--- config.mk ---
export PLATFORM = sky130hd
export DESIGN_NAME = multi_time_base
export DESIGN_NICKNAME = d
export VERILOG_FILES = /design/src/rtl/multi_time_base.sv
export SDC_FILE = /design/constraint.sdc
export NUM_CORES = 1
export LEC_CHECK = 0
export CORE_MARGIN = 10
export CORE_UTILIZATION = 30
export CTS_CLUSTER_SIZE = 40
export DETAILED_ROUTE_END_ITERATION = 10
export PLACE_DENSITY = 0.41
export SLEW_MARGIN = 20
export SYNTH_ARGS = -nofsm -noshare
export SYNTH_HDL_FRONTEND = slang
export SYNTH_SLANG_ARGS = --single-unit
--- constraint.sdc ---
create_clock -name clk -period 5.3 [get_ports clk]
set_input_delay 1.59 -clock clk [delete_from_list [all_inputs] [get_ports clk]]
set_output_delay 1.59 -clock clk [all_outputs]
set_load 0.05 [all_outputs]
--- src/rtl/multi_time_base.sv ---
// Purpose: N_CH programmable enable-pulse generators (periodic or one-shot) with hold and phase realign.
// Latency: pulse is registered; a write takes effect on the next edge, first pulse div enabled edges later.
// Backpressure: none; writes always accepted, enable=0 freezes counters and forces pulses low.
module multi_time_base #(
  parameter int N_CH        = 3,
  parameter int DIV_W       = 26,
  parameter int DEFAULT_DIV = 2
) (
  input  logic             clk,
  input  logic             reset,
  input  logic             enable,
  input  logic             sync,
  input  logic             wr_en,
  input  logic [3:0]       wr_ch,
  input  logic [DIV_W-1:0] wr_div,
  input  logic             wr_oneshot,
  output logic [N_CH-1:0]  pulse,
  output logic [N_CH-1:0]  active
);

  localparam logic [DIV_W-1:0] DEF_DIV = DIV_W'(DEFAULT_DIV);
  localparam logic [DIV_W-1:0] ONE     = DIV_W'(1);

  logic [DIV_W-1:0] div_q [N_CH];
  logic [DIV_W-1:0] cnt_q [N_CH];
  logic [N_CH-1:0]  oneshot_q;
  logic [DIV_W-1:0] wr_div_eff;
  logic [N_CH-1:0]  wr_hit;

  // Clamp a zero divisor to 1 and decode which channel (if any) the write targets;
  // an out-of-range wr_ch matches no channel, so the write is dropped.
  always_comb begin
    wr_div_eff = (wr_div == '0) ? ONE : wr_div;
    wr_hit     = '0;
    for (int i = 0; i < N_CH; i++) begin
      wr_hit[i] = wr_en && (wr_ch == 4'(i));
    end
  end

  // Per-channel down-counter: reset > write > sync > count; a pulse fires as the count wraps.
  always_ff @(posedge clk) begin
    for (int i = 0; i < N_CH; i++) begin
      if (reset) begin
        div_q[i]     <= DEF_DIV;
        cnt_q[i]     <= DEF_DIV - ONE;
        oneshot_q[i] <= 1'b0;
        active[i]    <= 1'b1;
        pulse[i]     <= 1'b0;
      end else if (wr_hit[i]) begin
        div_q[i]     <= wr_div_eff;
        cnt_q[i]     <= wr_div_eff - ONE;
        oneshot_q[i] <= wr_oneshot;
        active[i]    <= 1'b1;
        pulse[i]     <= 1'b0;
      end else if (sync && active[i]) begin
        cnt_q[i] <= div_q[i] - ONE;
        pulse[i] <= 1'b0;
      end else if (enable && active[i]) begin
        if (cnt_q[i] == '0) begin
          pulse[i] <= 1'b1;
          cnt_q[i] <= div_q[i] - ONE;
          // One-shot channels disarm on the same edge that raises their pulse.
          if (oneshot_q[i]) begin
            active[i] <= 1'b0;
          end
        end else begin
          pulse[i] <= 1'b0;
          cnt_q[i] <= cnt_q[i] - ONE;
        end
      end else begin
        // Held or disarmed: counter frozen, no pulse.
        pulse[i] <= 1'b0;
      end
    end
  end

endmodule
==> summary.log, run 1 <==
INFO  layout         nNetsFinal=1186
INFO  clocking       htree_levels=4
INFO  detailed_routing initialDrtViolationCount=733
INFO  synth          synth-edff-count=156
INFO  sta            hold_viol_final=0
INFO  synth          synthAdderAreaFrac=0.008384
INFO  synth          post_synth_xor_area_fraction=0.1241
INFO  synth          sequential_to_total_area_share_from_yosys_stat=0.4657
INFO  clocking       cts_setup_buffers=0
INFO  placed_design  placement.setup.worst_slack=0.1212ns
INFO  placed_design  place.detailed.hpwl=28660um
INFO  sta            layout_worst_path_cycle_share=0.8970
INFO  setup_path     rr_endpoint=cnt_q[0][7]$_DFFE_PP_
INFO  synth          multiplexer_share_of_the_synthesized_area=0.005031
INFO  floorplan      floorplan.core_area=34460um^2
INFO  sta            fmax=210.4MHz
INFO  sta            post_route_setup_tns=0ns
INFO  setup_path     worst_setup_path_startpoint=wr_div[19]
INFO  setup_path     critical_path_required=5.57ns
INFO  layout         layout_common_cells=edfxtp_1, nor2_1, buf_4
INFO  power          standby_leakage_power=0.004535uW
INFO  synth          ys.flop_type=edfxtp_1
INFO  detailed_routing finalWirelength=39320um
INFO  detailed_routing routed-via-count=8689
INFO  clocking       clock_tree.buffer_depth=2
INFO  clocking       cts_made_buffers=17
INFO  setup_path     path_max_fanout=4
INFO  floorplan      dieHeight=206.6um
INFO  floorplan      rows=68
INFO  setup_path     crit_path_start_kind=input pin
INFO  clocking       ctsRootBufferMaster=clkbuf_16
INFO  synth          synth_cells=1039
INFO  sta            final-max-slew-violation-count=0
INFO  job            drv.max_cap_violation_count=0
INFO  setup_path     worst_setup_path_end_kind=register
INFO  layout         post_route_cells_drive_above_1_share=0.1306
INFO  layout         layout.cell_area.non_filler=12510um^2
INFO  layout         area_delta_synth_final=19.80%
INFO  floorplan      floorplan.die.width=206.6um
INFO  clocking       worst_skew_pair.late_latency=0.45ns
INFO  global_routing grt_use_met1=0.2504
INFO  synth          syn-num-nets=1082
INFO  clocking       cts_tree=built
INFO  detailed_routing drtAntennaViolNets=0
INFO  synth          synth_compound_area_frac=0.1289
INFO  global_routing grt_pass1_vias=8535
INFO  global_routing highest_utilization_routing_layer_at_the_global_route_stage=met2
INFO  sta            setup-violations-final=0
INFO  clocking       tritoncts_num_sinks=165
INFO  placed_design  place_area=11890um^2
INFO  global_routing antenna_found_initial=1
INFO  detailed_routing drtPass1Iterations=5
INFO  layout         n_diodes=0
INFO  synth          synth-warning-count=0
INFO  power          power_per_cell_area=282.9nW/um^2
INFO  global_routing overflow=0
INFO  setup_path     reg2reg_setup_slack=2.13ns
INFO  sta            worst_slew_margin_rel=0.4046
INFO  sta            setup_ws=0.5460ns
INFO  sta            post-route-min-period=4.754ns
INFO  synth          synthSimpleGateAreaFrac=0.2399
INFO  setup_path     critPathKind=input pin to register
INFO  global_routing grt_max_degree=39
INFO  sta            grt_setup_unrepaired=false
INFO  setup_path     timing.rr.start=cnt_q[0][0]$_DFFE_PP_
INFO  floorplan      die-area=42690um^2
INFO  global_routing global_route.usage.total=0.1861
INFO  synth          synthDistinctLibCells=80
INFO  placed_design  place.gp.congestion=0.8713
INFO  sta            fin_skew=0.01552ns
INFO  outcome        run_status=finished clean
INFO  setup_path     cp-endpoint=cnt_q[2][22]$_SDFFCE_PN0P_
INFO  setup_path     critPathArrivalTime=5.02ns
INFO  setup_path     timing.reg2reg.worst_path_depth=8
INFO  synth          synth_async_sr_flop_share=0
INFO  floorplan      initial_core_util=0.3032
INFO  power          peakVddDrop=0.2499mV
INFO  detailed_routing vias_per_cell=5.394
INFO  clocking       postCtsResizedCells=0
INFO  clocking       cts_hold_repair.buffers=0
INFO  min_path       min_path_type=register to register
INFO  global_routing grt_util_met2=0.2869
INFO  synth          syn-mean-instance-area=10.05um^2
INFO  placed_design  port_buffers=41
INFO  global_routing grt_use_met3=0.04338
INFO  floorplan      io_pins=42
INFO  global_routing grt_first_pass_wirelength=57730um
INFO  sta            worst_pin_slew=0.8868ns
INFO  synth          synth_seq_cells=165
INFO  layout         layout.cells.most_common=edfxtp_1
INFO  synth          post_synth_instance_area=10450um^2
INFO  detailed_routing remaining_drc_errors=0
INFO  clocking       post_cts_clock_slew_at_the_launch_and_capture_registers_of_the_worst_setup_and_hold_paths=0.08ns
INFO  synth          combinational_family_with_the_most_area_after_synthesis=simple AND/OR/NAND/NOR gates
INFO  detailed_routing post_drt_wl_per_cell=24.40um
[how the worst min path moves through the flow]
| stage | start | end | slack (ns) | depth (start not counted) |
|---|---|---|---|---|
| 6_report | oneshot_q[2]$_SDFFE_PP0P_ | active[2]$_SDFFE_PP1P_ | 0.44 | 1 |
| 5_1_grt | oneshot_q[2]$_SDFFE_PP0P_ | active[2]$_SDFFE_PP1P_ | 0.48 | 1 |
| 4_1_cts | oneshot_q[2]$_SDFFE_PP0P_ | active[2]$_SDFFE_PP1P_ | 0.44 | 1 |
| 3_5_place_dp | oneshot_q[2]$_SDFFE_PP0P_ | active[2]$_SDFFE_PP1P_ | 0.42 | 1 |
| 3_3_place_gp | oneshot_q[2]$_SDFFE_PP0P_ | active[2]$_SDFFE_PP1P_ | 0.43 | 1 |
| 2_1_floorplan | oneshot_q[2]$_SDFFE_PP0P_ | active[2]$_SDFFE_PP1P_ | 0.41 | 1 |
[final cells by class]
type / instances / area (um^2)
Clock buffer: 19 / 452.9
Clock inverter: 13 / 172.7
Fill cell: 3542 / 21940
Inverter: 25 / 93.84
Multi-Input combinational cell: 809 / 5320
Sequential cell: 165 / 4865
Tap cell: 455 / 569.3
Timing Repair Buffer: 125 / 1041
[cell usage after synthesis (3+ instances only)]
library cell,instances,share of area
nand4b_1,7,0.0059
inv_1,25,0.0090
o22ai_1,13,0.0078
o31ai_1,7,0.0050
o31a_1,3,0.0025
mux2i_1,3,0.0029
nor2_1,95,0.034
nor4_1,35,0.021
or4_1,14,0.010
buf_2,3,0.0014
o21ai_0,32,0.015
ha_1,7,0.0084
xor2_1,80,0.067
nand3_1,23,0.011
nor2b_1,3,0.0018
a31oi_1,3,0.0018
or4_4,3,0.0032
nor3_1,73,0.035
a22o_1,3,0.0025
a22oi_1,20,0.014
xnor2_1,68,0.057
o32ai_1,4,0.0034
or2_2,7,0.0042
dfxtp_1,9,0.017
buf_4,3,0.0022
a21oi_1,30,0.014
o211ai_1,4,0.0029
clkbuf_1,30,0.011
buf_6,3,0.0032
nand2b_1,8,0.0048
o221ai_1,8,0.0067
a221o_1,4,0.0038
or3_1,16,0.0096
nand2_1,71,0.026
a21o_1,4,0.0029
nand4_1,8,0.0048
nor4b_1,5,0.0042
a221oi_1,12,0.010
a2bb2oi_1,3,0.0025
and3_1,53,0.032
edfxtp_1,156,0.45
and2_1,28,0.017
nor3b_1,3,0.0022
[sequential cells by signal (all words and copies together) (netlist names)]
| name | count |
|---|---|
| oneshot_q | 3 |
| cnt_q | 78 |
| div_q | 78 |
| active | 3 |
| pulse | 3 |
[worst max-delay path, stage by stage]
cell and delay (ns):
clkdlybuf4s50_1 0.49, or4_1 0.12, nand2b_1 0.17, o31a_1 0.19, ha_1 0.20, nor4b_1 0.54
nand4_1 0.30, nor4_1 0.30, xor2_1 0.68, nor2_1 0.15, o32ai_1 0.28
[cells by family (layout without fill, tap and decap cells)]
| kind of cell | after synthesis | in the layout |
|---|---|---|
| adders and majority gates | 7 | 7 |
| AOI/OAI and AO/OA | 183 | 183 |
| muxes | 5 | 5 |
| DFF | 165 | 165 |
| and+or+nand+nor | 466 | 466 |
| buffers and inverters | 65 | 182 |
| xor gates and xnor gates | 148 | 148 |
[through the flow]
step / power, uW / utilization / hold WS, ns / cells
6_report: 3540 / 0.3632 / 0.4397 / 1611
5_1_grt: 3672 / 0.3632 / 0.4782 / 1611
4_1_cts: 3561 / 0.3632 / 0.4369 / 1611
3_5_place_dp: 2205 / 0.3450 / 0.4245 / 1579
3_3_place_gp: 2208 / 0.3450 / 0.4348 / 1579
2_1_floorplan: 1942 / - / 0.4087 / 1039
[power breakdown]
| group | total (uW) | switching [uW] | internal, uW |
|---|---|---|---|
| sequential | 1640 | 106 | 1540 |
| combinational | 541 | 326 | 214 |
| clock | 1360 | 583 | 774 |
[metal layers]
| metal | routed length [um] | up-vias |
|---|---|---|
| li1 | - | 4154 |
| met1 | 17800 | 4240 |
| met2 | 17770 | 250 |
| met3 | 2610 | 43 |
| met4 | 1117 | 2 |
| met5 | 13 | - |
Note: power is estimated with default switching activity, not from simulation.
==> run 2, diff against run 1 <==
--- a/config.mk
+++ b/config.mk
@@ -5,7 +5,6 @@
 export SDC_FILE = /design/constraint.sdc
 export NUM_CORES = 1
 export LEC_CHECK = 0
-export CORE_MARGIN = 10
 export CORE_UTILIZATION = 30
 export CTS_CLUSTER_SIZE = 40
 export DETAILED_ROUTE_END_ITERATION = 10
==> run 2 against run 1 <==
  * Utilization increased by 0.22 points
  * Non-clock buffer count decreased by 9
  * Via count increased by 0.68%
  * Critical path depth increased by 1
  * Clock power decreased by 10%
  * Critical endpoint unchanged
  * Largest cell class unchanged
==> summary.log, run 2 (synthesis gave the netlist of run 1 again) <==
INFO  outcome        run_status=finished clean
INFO  global_routing grt_max_degree=28
INFO  floorplan      die-area=35570um^2
INFO  global_routing grt_first_pass_wirelength=57470um
INFO  layout         number_of_fillers_in_the_final_layout=3490
INFO  sta            fin_skew=0.01450ns
INFO  layout         layout_common_cells=edfxtp_1, nor2_1, xor2_1
INFO  detailed_routing vias_per_cell=5.481
INFO  clocking       cts_setup_buffers=0
INFO  setup_path     critical_path_slowest_stage_cell=nor4b_1
INFO  sta            hold_viol_final=0
INFO  setup_path     timing.rr.start=cnt_q[0][0]$_DFFE_PP_
INFO  power          comb_power_share=0.157
INFO  clocking       worst_skew_pair.late_latency=0.45ns
INFO  floorplan      dieHeight=188.6um
INFO  clocking       postCtsResizedCells=0
INFO  setup_path     cpPeakStageDelay=0.65ns
INFO  power          cell_internal_pwr=2417uW
INFO  sta            hold_slack=0.4587ns
INFO  min_path       min_path_type=register to register
INFO  min_path       holdCritStartpoint=oneshot_q[2]$_SDFFE_PP0P_
INFO  placed_design  place.detailed.hpwl=28470um
INFO  floorplan      rows=67
INFO  power          finalPower=3395uW
INFO  sta            layout_worst_path_cycle_share=0.9247
INFO  layout         post_route_cells_drive_above_1_share=0.1194
INFO  clocking       tritoncts_num_sinks=165
INFO  detailed_routing finalWirelength=39200um
INFO  sta            final-max-slew-violation-count=0
INFO  min_path       worstHoldPathCells=1
INFO  layout         multi_input_gate_area_in_the_final_layout=5320um^2
INFO  layout         final_core_util=0.3654
INFO  clocking       cts_made_buffers=17
INFO  sta            worst_pin_slew=1.169ns
INFO  global_routing global_route.usage.total=0.2250
INFO  setup_path     path_max_fanout=7
INFO  setup_path     worst_path_most_repeated_cell=nor4_1
INFO  setup_path     critPathKind=input pin to register
INFO  setup_path     rr_endpoint=cnt_q[0][7]$_DFFE_PP_
INFO  sta            fmax=204.0MHz
INFO  power          power_per_cell_area=274.4nW/um^2
INFO  layout         reg_top3=cnt_q x78, div_q x78
INFO  setup_path     critical-path-top-delay-family=simple AND/OR/NAND/NOR gates
INFO  placed_design  placed_cells=1563
INFO  setup_path     critPathArrivalTime=5.17ns
INFO  layout         ff_latch_area=4865um^2
INFO  placed_design  place.gp.congestion=0.8431
INFO  power          seq_power_share=0.484
INFO  power          share_clk_of_total_power=0.359
INFO  layout         instances_no_fill=1596
INFO  layout         area_delta_synth_final=18.47%
INFO  layout         nNetsFinal=1177
INFO  min_path       worst_hold_path.endpoint=active[2]$_SDFFE_PP1P_
INFO  detailed_routing remaining_drc_errors=0
INFO  power          standby_leakage_power=0.004451uW
INFO  detailed_routing drtPass1Iterations=5
INFO  sta            post-route-min-period=4.901ns
INFO  layout         layout.cells.most_common=edfxtp_1
INFO  detailed_routing initialDrtViolationCount=765
INFO  setup_path     path_cells=clkdlybuf4s50_1 > nor4_1 > buf_4 > nand3_1 > o31a_1 > ha_1 > nor4b_1 > nand4_1 > nor4_1 > xor2_1 > nor2_1 > o32ai_1
INFO  detailed_routing routed-via-count=8748
INFO  detailed_routing drtAntennaViolNets=0
INFO  detailed_routing post_drt_wl_per_cell=24.56um
INFO  floorplan      floorplan.die.width=188.6um
INFO  clocking       post_cts_clock_slew_at_the_launch_and_capture_registers_of_the_worst_setup_and_hold_paths=0.07ns
INFO  floorplan      initial_core_util=0.3084
INFO  floorplan      io_pins=42
INFO  placed_design  place_area=11830um^2
INFO  global_routing grt_pass1_vias=8557
INFO  floorplan      floorplan.core_area=33870um^2
INFO  global_routing overflow=0
INFO  sta            setup-violations-final=0
INFO  layout         layout.cell_area.non_filler=12380um^2
INFO  sta            worst_slew_margin_rel=0.2152
INFO  global_routing antenna_found_initial=1
INFO  clocking       clock_tree.buffer_depth=2
INFO  clocking       ctsRootBufferMaster=clkbuf_16
INFO  setup_path     critical_path_required=5.57ns
INFO  sta            grt_setup_unrepaired=false
INFO  clocking       htree_levels=4
INFO  clocking       cts_tree=built
INFO  placed_design  port_buffers=41
INFO  power          power.share.switching=0.2883
INFO  clocking       cts_hold_repair.buffers=0
INFO  power          switching_power=978.7uW
INFO  setup_path     worst_setup_path_end_kind=register
INFO  setup_path     timing.reg2reg.worst_path_depth=8
INFO  job            drv.max_cap_violation_count=0
INFO  power          peakVddDrop=0.2273mV
INFO  setup_path     reg2reg_setup_slack=2.06ns
INFO  setup_path     path_buf_inv=2
INFO  setup_path     crit_path_start_kind=input pin
==> run 2: cell count changes in the layout (fill, tap and decap cells not counted), sizes merged <==
cell      previous run  this run
clkinv               6         4
buf                 84        75
clkbuf              19        23
bufinv               3         1
clkinvlp             1         3
inv                 28        26
diode                0         1
==> run 2: worst max-delay path by stage <==
stage | startpoint | to | slack, ns | depth (start not counted)
2_1_floorplan | wr_div[16] | cnt_q[0][24]$_DFFE_PP_ | 1.02 | 11
3_3_place_gp | wr_div[1] | cnt_q[2][24]$_SDFFCE_PN0P_ | 0.16 | 12
3_5_place_dp | wr_div[1] | cnt_q[2][22]$_SDFFCE_PN0P_ | -0.006 | 12
4_1_cts | wr_div[1] | cnt_q[2][22]$_SDFFCE_PN0P_ | 0.47 | 12
5_1_grt | wr_div[1] | cnt_q[2][24]$_SDFFCE_PN0P_ | 0.10 | 12
6_report | wr_div[1] | cnt_q[2][22]$_SDFFCE_PN0P_ | 0.40 | 12
==> run 2: final cells by class <==
cell class,count,area share
sequential,165,0.3931
timing repair buffer,116,0.07967
antenna,1,0.0002022
multi-input combinational,809,0.4299
clock buffer,23,0.03781
tap,448,0.04529
inverter,25,0.007583
clock inverter,9,0.006471
==> run 2: per-layer routing <==
| layer | global-route usage | part of all wire |
|---|---|---|
| met4 | 0.08685 | 0.031 |
| met3 | 0.04079 | 0.053 |
| met5 | 0 | 0 |
| met2 | 0.3527 | 0.46 |
| met1 | 0.3063 | 0.46 |
==> run 2: power groups by stage <==
stage / combinational, uW / clock (uW) / sequential [uW]
floorplan: 305 / 0 / 1640
global placement: 534 / 0 / 1670
detailed placement: 530 / 0 / 1670
CTS: 533 / 1250 / 1640
global route: 576 / 1290 / 1660
finish: 533 / 1220 / 1640
==> run 2: per-stage QoR <==
step / TNS [ns] / worst slack, ns
final: 0 / 0.3989
after global routing: 0 / 0.1046
after CTS: 0 / 0.4746
after detailed placement: -0.006037 / -0.006037
after global placement: 0 / 0.1616
after floorplan: 0 / 1.022
==> run 3, diff against run 2 <==
--- a/config.mk
+++ b/config.mk
@@ -5,6 +5,7 @@
 export SDC_FILE = /design/constraint.sdc
 export NUM_CORES = 1
 export LEC_CHECK = 0
+export CORE_MARGIN = 3
 export CORE_UTILIZATION = 30
 export CTS_CLUSTER_SIZE = 40
 export DETAILED_ROUTE_END_ITERATION = 10
==> constraint.sdc (replaced) <==
create_clock -name clk -period 4.6 [get_ports clk]
set_input_delay 1.38 -clock clk [delete_from_list [all_inputs] [get_ports clk]]
set_output_delay 1.38 -clock clk [all_outputs]
set_load 0.05 [all_outputs]
==> run 3 against run 2 <==
  * Non-clock buffer count is 17 higher
  * Worst setup slack got worse by 0.10 ns
  * Die area is 4.3% higher
  * Critical endpoint unchanged
  * Sequential cell count unchanged
  * Critical path type unchanged
  * Largest power group unchanged
  * Sequential power rose by 15%
==> summary.log, run 3 (synthesis gave the netlist of run 1 again) <==
INFO  outcome        run_status=finished clean
INFO  setup_path     worst_setup_path_end_kind=register
INFO  clocking       cts_setup_buffers=0
INFO  sta            grt_setup_unrepaired=false
INFO  sta            hold_viol_final=0
INFO  setup_path     critical-path-top-delay-family=simple AND/OR/NAND/NOR gates
INFO  setup_path     path_max_fanout=4
INFO  layout         final_core_util=0.3700
INFO  detailed_routing remaining_drc_errors=0
INFO  setup_path     timing.reg2reg.worst_path_depth=8
INFO  setup_path     critical_path_slowest_stage_cell=clkdlybuf4s50_1
INFO  clocking       cts_hold_repair.buffers=0
INFO  floorplan      dieHeight=192.6um
INFO  min_path       min_path_type=register to register
INFO  placed_design  placed_cells=1580
INFO  layout         number_of_fillers_in_the_final_layout=3457
INFO  setup_path     crit_path_start_kind=input pin
INFO  detailed_routing finalWirelength=38700um
INFO  global_routing grt_first_pass_wirelength=57130um
INFO  placed_design  place_area=11950um^2
INFO  layout         post_route_cells_drive_above_1_share=0.1350
INFO  power          standby_leakage_power=0.004563uW
INFO  global_routing grt_pass1_vias=8650
INFO  job            drv.max_cap_violation_count=0
INFO  global_routing global_route.usage.total=0.2132
INFO  setup_path     cpPeakStageDelay=0.54ns
INFO  clocking       ctsRootBufferMaster=clkbuf_16
INFO  sta            worst_pin_slew=1.019ns
INFO  floorplan      floorplan.die.width=192.6um
INFO  clocking       postCtsResizedCells=0
INFO  power          peakVddDrop=0.2710mV
INFO  sta            worst_slew_margin_rel=0.3142
INFO  layout         multi_input_gate_area_in_the_final_layout=5325um^2
INFO  layout         nNetsFinal=1194
INFO  layout         layout.cell_area.non_filler=12560um^2
INFO  layout         instances_no_fill=1612
INFO  layout         area_delta_synth_final=20.24%
INFO  clocking       clock_tree.buffer_depth=2
INFO  layout         layout_common_cells=edfxtp_1, nor2_1, buf_4
INFO  setup_path     critPathArrivalTime=4.57ns
INFO  sta            setup_ws=0.2969ns
INFO  detailed_routing routed-via-count=8803
INFO  setup_path     critical_path_required=4.86ns
INFO  layout         reg_top3=cnt_q x78, div_q x78
INFO  clocking       cts_tree=built
INFO  global_routing antenna_found_initial=2
INFO  sta            post-route-min-period=4.303ns
INFO  placed_design  placement.setup.worst_slack=-0.2228ns
INFO  min_path       worstHoldPathCells=1
INFO  clocking       post_cts_clock_slew_at_the_launch_and_capture_registers_of_the_worst_setup_and_hold_paths=0.06ns
INFO  layout         layout.cells.most_common=edfxtp_1
INFO  sta            fmax=232.4MHz
INFO  layout         ff_latch_area=4865um^2
INFO  placed_design  place.gp.congestion=0.8406
INFO  clocking       cts_made_buffers=17
INFO  floorplan      initial_core_util=0.3077
INFO  clocking       worst_skew_pair.late_latency=0.45ns
INFO  floorplan      floorplan.core_area=33950um^2
INFO  detailed_routing post_drt_wl_per_cell=24.01um
INFO  sta            fin_skew=0.01020ns
INFO  global_routing grt_max_degree=48
INFO  power          power_per_cell_area=322.6nW/um^2
INFO  setup_path     path_buf_inv=1
INFO  floorplan      rows=67
INFO  clocking       htree_levels=4
INFO  floorplan      die-area=37100um^2
INFO  clocking       tritoncts_num_sinks=165
INFO  placed_design  place.detailed.hpwl=29540um
INFO  floorplan      io_pins=42
INFO  setup_path     path_cells=clkdlybuf4s50_1 > or4_1 > nand2b_1 > o31a_1 > ha_1 > nor4b_1 > nand4_1 > nor4_1 > xor2_1 > nor2_1 > o32ai_1
INFO  sta            setup-violations-final=0
INFO  placed_design  port_buffers=41
INFO  detailed_routing initialDrtViolationCount=808
INFO  setup_path     critPathKind=input pin to register
INFO  detailed_routing drtPass1Iterations=5
INFO  sta            final-max-slew-violation-count=0
INFO  setup_path     crit_cells=11
INFO  detailed_routing vias_per_cell=5.461
INFO  global_routing overflow=0
INFO  sta            layout_worst_path_cycle_share=0.9355
INFO  detailed_routing drtAntennaViolNets=0
[run 3: cell type report]
type,instances,area share
clock inverter,13,0.01464
inverter,25,0.007471
timing repair buffer,133,0.08766
antenna,1,0.0001992
clock buffer,18,0.03417
sequential,165,0.3873
tap,448,0.04463
multi-input combinational,809,0.4239
[run 3: final timing paths]
path	endpoint	from	slack [ns]
hold / removal	active[2]$_SDFFE_PP1P_	oneshot_q[2]$_SDFFE_PP0P_	0.45
hold reg to reg	active[2]$_SDFFE_PP1P_	oneshot_q[2]$_SDFFE_PP0P_	0.45
setup reg to reg	cnt_q[0][7]$_DFFE_PP_	cnt_q[0][0]$_DFFE_PP_	1.29
setup / recovery	cnt_q[2][22]$_SDFFCE_PN0P_	wr_div[16]	0.30
[run 3: where the power goes]
group          leakage (uW)  total (uW)  internal, uW  switching [uW]
clock network      0.000293        1540           905             639
registers           0.00170        1890          1770             119
logic               0.00257         619           247             371
[run 3: through the flow]
stage                     hold slack (ns)  total power [uW]  TNS [ns]
after floorplan                    0.4087              2238         0
after global placement             0.4440              2537   -0.7817
after detailed placement           0.4464              2533    -1.486
after CTS                          0.4555              4071         0
after global routing               0.4741              4206         0
final                              0.4495              4052         0
[run 3: routing by layer]
layer / up-vias / wire, um / global-route usage
met4: 0 / 815 / 0.05800
met2: 271 / 17270 / 0.3270
met1: 4324 / 18090 / 0.3035
li1: 4172 / - / -
met5: - / 0 / 0
met3: 36 / 2522 / 0.04632
